[src/rtl/ddr2_rw_sched.sv]
// Read/write arbiter for a DDR2 controller: round-robin grant, one transaction
// in flight, trigger/ready/done handshake to the masters and a WAIT watchdog.
module ddr2_rw_sched #(
    parameter int unsigned ADDR_WIDTH = 26,
    parameter logic [15:0] TIMEOUT    = 16'd8191
) (
    input  logic                  clk,
    input  logic                  rst_n,
    input  logic                  init_end,
    input  logic                  wr_req,
    input  logic [ADDR_WIDTH-1:0] wr_req_addr,
    input  logic [7:0]            wr_req_len,
    input  logic                  rd_req,
    input  logic [ADDR_WIDTH-1:0] rd_req_addr,
    input  logic [7:0]            rd_req_len,
    output logic                  wr_ack,
    output logic                  rd_ack,
    output logic                  wr_cmpl,
    output logic                  rd_cmpl,
    output logic                  wr_trig,
    output logic [ADDR_WIDTH-1:0] wr_addr,
    output logic [7:0]            wr_len,
    input  logic                  wr_ready,
    input  logic                  wr_done,
    output logic                  rd_trig,
    output logic [ADDR_WIDTH-1:0] rd_addr,
    output logic [7:0]            rd_len,
    input  logic                  rd_ready,
    input  logic                  rd_done,
    output logic                  busy,
    output logic                  timeout_err
);

    localparam int unsigned LEN_W = 8;
    localparam int unsigned CNT_W = 16;
    localparam logic [CNT_W-1:0] CNT_LAST = CNT_W'(TIMEOUT - 16'd1);

    typedef enum logic [2:0] {
        S_IDLE, S_WR_ISSUE, S_WR_WAIT, S_RD_ISSUE, S_RD_WAIT
    } state_t;

    state_t                r_state, w_state_nxt;
    logic                  r_last_rd, w_last_rd_nxt;
    logic                  r_zero, w_zero_nxt;
    logic [CNT_W-1:0]      r_cnt, w_cnt_nxt;
    logic                  r_err, w_err_nxt;
    logic                  r_busy, w_busy_nxt;
    logic                  r_wr_ack, w_wr_ack_nxt, r_rd_ack, w_rd_ack_nxt;
    logic                  r_wr_cmpl, w_wr_cmpl_nxt, r_rd_cmpl, w_rd_cmpl_nxt;
    logic                  r_wr_trig, w_wr_trig_nxt, r_rd_trig, w_rd_trig_nxt;
    logic [ADDR_WIDTH-1:0] r_wr_addr, w_wr_addr_nxt, r_rd_addr, w_rd_addr_nxt;
    logic [LEN_W-1:0]      r_wr_len, w_wr_len_nxt, r_rd_len, w_rd_len_nxt;
    logic                  w_grant_wr, w_grant_rd;

    // Round-robin: on contention the side not granted last time wins.
    assign w_grant_wr = init_end && wr_req && (!rd_req || r_last_rd);
    assign w_grant_rd = init_end && rd_req && !w_grant_wr;

    always_comb begin
        w_state_nxt   = r_state;
        w_last_rd_nxt = r_last_rd;
        w_zero_nxt    = r_zero;
        w_cnt_nxt     = r_cnt;
        w_err_nxt     = r_err;
        w_wr_trig_nxt = r_wr_trig;
        w_rd_trig_nxt = r_rd_trig;
        w_wr_addr_nxt = r_wr_addr;
        w_wr_len_nxt  = r_wr_len;
        w_rd_addr_nxt = r_rd_addr;
        w_rd_len_nxt  = r_rd_len;
        w_wr_ack_nxt  = 1'b0;
        w_rd_ack_nxt  = 1'b0;
        w_wr_cmpl_nxt = 1'b0;
        w_rd_cmpl_nxt = 1'b0;
        case (r_state)
            S_IDLE: begin
                if (w_grant_wr) begin
                    w_state_nxt   = S_WR_ISSUE;
                    w_last_rd_nxt = 1'b0;
                    w_wr_ack_nxt  = 1'b1;
                    w_wr_addr_nxt = wr_req_addr;
                    w_wr_len_nxt  = wr_req_len;
                    w_zero_nxt    = (wr_req_len == 8'd0);
                    w_wr_trig_nxt = (wr_req_len != 8'd0);
                end else if (w_grant_rd) begin
                    w_state_nxt   = S_RD_ISSUE;
                    w_last_rd_nxt = 1'b1;
                    w_rd_ack_nxt  = 1'b1;
                    w_rd_addr_nxt = rd_req_addr;
                    w_rd_len_nxt  = rd_req_len;
                    w_zero_nxt    = (rd_req_len == 8'd0);
                    w_rd_trig_nxt = (rd_req_len != 8'd0);
                end
            end
            // A zero-length grant completes straight out of ISSUE without a trigger.
            S_WR_ISSUE: begin
                if (r_zero) begin
                    w_state_nxt   = S_IDLE;
                    w_wr_cmpl_nxt = 1'b1;
                end else if (wr_ready) begin
                    w_state_nxt   = S_WR_WAIT;
                    w_wr_trig_nxt = 1'b0;
                    w_cnt_nxt     = '0;
                end
            end
            S_WR_WAIT: begin
                if (wr_done) begin
                    w_state_nxt   = S_IDLE;
                    w_wr_cmpl_nxt = 1'b1;
                end else begin
                    w_cnt_nxt = r_cnt + 16'd1;
                    if (r_cnt == CNT_LAST) begin
                        w_state_nxt = S_IDLE;
                        w_err_nxt   = 1'b1;
                    end
                end
            end
            S_RD_ISSUE: begin
                if (r_zero) begin
                    w_state_nxt   = S_IDLE;
                    w_rd_cmpl_nxt = 1'b1;
                end else if (rd_ready) begin
                    w_state_nxt   = S_RD_WAIT;
                    w_rd_trig_nxt = 1'b0;
                    w_cnt_nxt     = '0;
                end
            end
            // Done takes priority over the watchdog on the expiry edge.
            S_RD_WAIT: begin
                if (rd_done) begin
                    w_state_nxt   = S_IDLE;
                    w_rd_cmpl_nxt = 1'b1;
                end else begin
                    w_cnt_nxt = r_cnt + 16'd1;
                    if (r_cnt == CNT_LAST) begin
                        w_state_nxt = S_IDLE;
                        w_err_nxt   = 1'b1;
                    end
                end
            end
            default: w_state_nxt = S_IDLE;
        endcase
        w_busy_nxt = (w_state_nxt != S_IDLE);
    end

    always_ff @(posedge clk or negedge rst_n) begin
        if (!rst_n) begin
            r_state   <= S_IDLE;
            r_last_rd <= 1'b1;
            r_zero    <= 1'b0;
            r_cnt     <= '0;
            r_err     <= 1'b0;
            r_busy    <= 1'b0;
            r_wr_ack  <= 1'b0;
            r_rd_ack  <= 1'b0;
            r_wr_cmpl <= 1'b0;
            r_rd_cmpl <= 1'b0;
            r_wr_trig <= 1'b0;
            r_rd_trig <= 1'b0;
            r_wr_addr <= '0;
            r_wr_len  <= '0;
            r_rd_addr <= '0;
            r_rd_len  <= '0;
        end else begin
            r_state   <= w_state_nxt;
            r_last_rd <= w_last_rd_nxt;
            r_zero    <= w_zero_nxt;
            r_cnt     <= w_cnt_nxt;
            r_err     <= w_err_nxt;
            r_busy    <= w_busy_nxt;
            r_wr_ack  <= w_wr_ack_nxt;
            r_rd_ack  <= w_rd_ack_nxt;
            r_wr_cmpl <= w_wr_cmpl_nxt;
            r_rd_cmpl <= w_rd_cmpl_nxt;
            r_wr_trig <= w_wr_trig_nxt;
            r_rd_trig <= w_rd_trig_nxt;
            r_wr_addr <= w_wr_addr_nxt;
            r_wr_len  <= w_wr_len_nxt;
            r_rd_addr <= w_rd_addr_nxt;
            r_rd_len  <= w_rd_len_nxt;
        end
    end

    assign wr_ack      = r_wr_ack;
    assign rd_ack      = r_rd_ack;
    assign wr_cmpl     = r_wr_cmpl;
    assign rd_cmpl     = r_rd_cmpl;
    assign wr_trig     = r_wr_trig;
    assign rd_trig     = r_rd_trig;
    assign wr_addr     = r_wr_addr;
    assign wr_len      = r_wr_len;
    assign rd_addr     = r_rd_addr;
    assign rd_len      = r_rd_len;
    assign busy        = r_busy;
    assign timeout_err = r_err;

endmodule

[config.mk]
export PLATFORM = sky130hd
export DESIGN_NAME = ddr2_rw_sched
export DESIGN_NICKNAME = d
export VERILOG_FILES = /design/src/rtl/ddr2_rw_sched.sv
export SDC_FILE = /design/constraint.sdc
export NUM_CORES = 1
export LEC_CHECK = 0
export ABC_AREA = 1
export CAP_MARGIN = 10
export CORE_ASPECT_RATIO = 1.1
export CORE_MARGIN = 1
export CORE_UTILIZATION = 45
export DETAILED_ROUTE_END_ITERATION = 8
export HOLD_SLACK_MARGIN = 0.1
export PLACE_DENSITY = 0.8
export SLEW_MARGIN = 20
export SYNTH_ARGS = -nofsm -noshare
export SYNTH_HDL_FRONTEND = slang
export SYNTH_SLANG_ARGS = --single-unit
[constraint.sdc]
create_clock -name clk -period 3.67 [get_ports clk]
set_clock_uncertainty 0.15 [all_clocks]
set_input_delay 1.101 -clock clk [delete_from_list [all_inputs] [get_ports clk]]
set_output_delay 1.101 -clock clk [all_outputs]
set_load 0.005 [all_outputs]
==> results.toml <==
[global_routing]
number_of_global_route_vias_before_repair = 4000
globalRouteTotalUtil_pct = 23.5
grt_max_degree = 57
grt_first_pass_wirelength_um = 18400
gr-total-overflow = 0
grt_antenna_before_repair = 0

[cells_and_area]
synthToLayoutAreaGrowth_pct = 39.8
layout.cells.most_common = "nand2_1"
number_of_filler_instances_in_the_final_layout = 789
regArea_um2 = 2430
design.final.nets = 764
multi_input_comb_area_um2 = 1650
mostFrequentLayoutCells = "252 x nand2_1, 151 x clkdlybuf4s50_1, 96 x dfrtp_1"
antennaDiodeCount = 0
share_of_final_layout_standard_cells_stronger_than_drive_strength_1_pct = 6.68

[timing]
clock.fmax_ghz = 0.380
min_period_ns = 2.63
fin_crit_sh_pct = 71.7
final_hold_vios = 0
grt_setup_unrepaired = "no"
report.final.setup_viol = 0
tightest_slew_ns = 0.639
slew-limit-headroom_pct = 57.3
slew_viol_final = 0
setup-tns-final_ns = 0

[floorplanning]
design.die.area_um2 = 10200
design.core.area_um2 = 9440
die_width_um = 96.4
initial_utilization_pct = 46.7
num_rows = 37
die-height_um = 106
io_pins = 153

[power]
power.internal_mw = 2.74
ir_worst_vdd_v = 0.000359
static-leakage-power_nw = 3.02
power_mw = 4.18
power_frac_clock_pct = 16.9
power.sequential.fraction_pct = 41.1
power.switching_mw = 1.45
combPwrFrac_pct = 42.0
p_per_area_nw_per_um2 = 678
switching_share_pct = 34.6

[worst_setup_path]
cpMaxStageDelayCell = "clkdlybuf4s50_1"
path_delay_family = "buffers and inverters"
critPathRequiredTime_ns = 3.82
critPathArrivalTime_ns = 2.78
worstPathCellList = "clkdlybuf4s50_1 -> o21ai_0 -> nor2_2 -> nand2_2 -> buf_4 -> nand2_1 -> o21ai_2"
critPathMaxStageDelay_ns = 0.44
setup.worst_path.start_class = "input port"
worstPathMaxFanout = 30
crit_buf_inv = 2
timing_worst_setup_path_type = "in2reg"
endpoint_kind_of_the_worst_setup_timing_path = "register"

[yosys]
synth.yosys.seq_area_share_pct = 55.1
synth_largest_type_area_fraction_pct = 54.5
yosys_warnings = 0
synth_seq_cells = 97
synth_area_leaders = "dfrtp_1 54%, nand2_1 21%, inv_1 3.9%, o21ai_2 2.8%, nand3_1 2.6%"
ys_types = 28
syn-instance-count = 536
yosysTopAreaCell = "dfrtp_1"
post_synth_instance_area_um2 = 4410
synthesis.nets = 615
synthesized_area_per_cell_um2 = 8.23

[clock_network]
cts_repair_resize_count = 0
htreeDepth = 3
postCtsSetupRepairBufs = 0
clock_latency_ns = 0.36
clock_tree_from_tritoncts = "built"
number_of_buffers_on_the_longest_clock_path = 2
cts.root.buffer_cell = "clkbuf_8"
cts.clk_slew.worst_paths_ns = 0.10
hold_buffers = 0
numCtsBuffers = 9
cts.sinks = 97

[flow_run]
drv.max_cap_violation_count = 0

[min_path]
timing.hold.worst.class = "reg2reg"

[drt]
postRouteAntennaNets = 0
first_pass_detailed_route_iteration_total = 5
vias = 3933
avgViaCountPerCell = 4.88
totalWireLength_um = 11200
drc = 0
routed_wire_length_per_instance_um = 13.8
dr.first_iter.drc_count = 200

[place]
post-dp-hpwl_um = 8280
placement.io_buffers = 152
finalWeightedCongestion = 0.865

[outcome]
status = "finished, final reports clean"
-- registers in the layout, summed over array words and instances (netlist names) --
register / flops
wr_trig: 1
rd_addr: 26
r_state: 3
rd_cmpl: 1
timeout_err: 1
busy: 1
wr_len: 8
wr_cmpl: 1
r_cnt: 16
rd_len: 8
r_zero: 1
wr_addr: 26
rd_trig: 1
wr_ack: 1
rd_ack: 1
r_last_rd: 1
-- final timing paths --
check	from	to	slack [ns]	cells past startpoint
setup / recovery	wr_req	rd_len[3]	1.04	7
hold / removal	wr_addr[8]	wr_addr[8]	0.33	2
setup reg to reg	r_state[2]	r_cnt[12]	1.45	8
hold reg to reg	wr_addr[8]	wr_addr[8]	0.33	2
max in group asynchronous	rst_n	r_last_rd	2.09	2
min in group asynchronous	rst_n	r_cnt[15]	0.56	1
-- Yosys cell counts --
| library cell | count |
|---|---|
| nand3_1 | 23 |
| o21bai_1 | 4 |
| buf_2 | 5 |
| nand2_1 | 252 |
| dfrtp_1 | 96 |
| o211ai_1 | 1 |
| o21ai_1 | 5 |
| xnor2_1 | 1 |
| inv_2 | 6 |
| nor2_2 | 2 |
| buf_4 | 4 |
| nor3_1 | 3 |
| ha_1 | 2 |
| a21oi_1 | 2 |
| buf_6 | 7 |
| o21ai_0 | 16 |
| o21ai_2 | 14 |
| o31ai_1 | 1 |
| nand2_2 | 2 |
| nor2_4 | 2 |
| nand4_1 | 10 |
| xor2_1 | 5 |
| nand3_2 | 1 |
| dfstp_2 | 1 |
| and2_0 | 1 |
| clkbuf_1 | 1 |
| inv_1 | 46 |
| nor2_1 | 23 |
-- final cells by class --
| cell class | count | area share [%] |
|---|---|---|
| clock buffer | 10 | 2.07 |
| sequential | 97 | 39.4 |
| inverter | 52 | 3.17 |
| tap | 117 | 2.37 |
| multi-input combinational | 370 | 26.7 |
| timing repair buffer | 155 | 25.2 |
| clock inverter | 5 | 1.06 |
-- power groups by stage --
stage,Combinational [mW],Sequential (mW),Clock (mW)
6_report,1.76,1.72,0.709
3_5_place_dp,1.77,1.73,0
2_1_floorplan,0.759,1.74,0
3_3_place_gp,1.72,1.72,0
4_1_cts,1.78,1.72,0.714
5_1_grt,1.95,1.77,0.766
-- per-layer routing --
layer	share of wire (%)	wire, um	vias up	GRT usage (%)
met3	5.6	623	23	6.13
li1	-	-	1945	-
met5	0	0	-	0
met1	42	4660	1838	28.9
met4	2.7	296	0	8.93
met2	50	5580	127	39.3
-- worst register-to-register path, stage by stage (launching register included) --
cell and delay, ns:
dfrtp_1 0.47, inv_2 0.11, nand3_1 0.08, nand2_1 0.37
nor2_1 0.11, nor2_1 0.13, nand3_2 0.40, nand2_1 0.22
o21ai_2 0.07
-- cell families (layout without fill, tap and decap cells) --
group	after synthesis	after routing	share of synthesized area (%)
fa+ha+maj	2	2	0.567
compound gates	43	43	6.41
buf+inv	69	222	7.55
flops	97	97	55.1
xor+xnor	6	6	1.19
simple gates	319	319	29.2
-- through the flow --
step           utilization (%)  std cells  setup WS [ns]  hold slack [ns]  cell area (um2)
6_report                  65.3        806           1.04            0.333             6170
5_1_grt                   65.3        806          0.881            0.350             6170
4_1_cts                   65.3        806           1.07            0.334             6170
3_5_place_dp              63.2        791          0.704            0.312             5970
3_3_place_gp              63.2        791          0.753            0.303             5970
2_1_floorplan                -        536           1.58            0.315             4410
(Power assumes the default switching activity.)
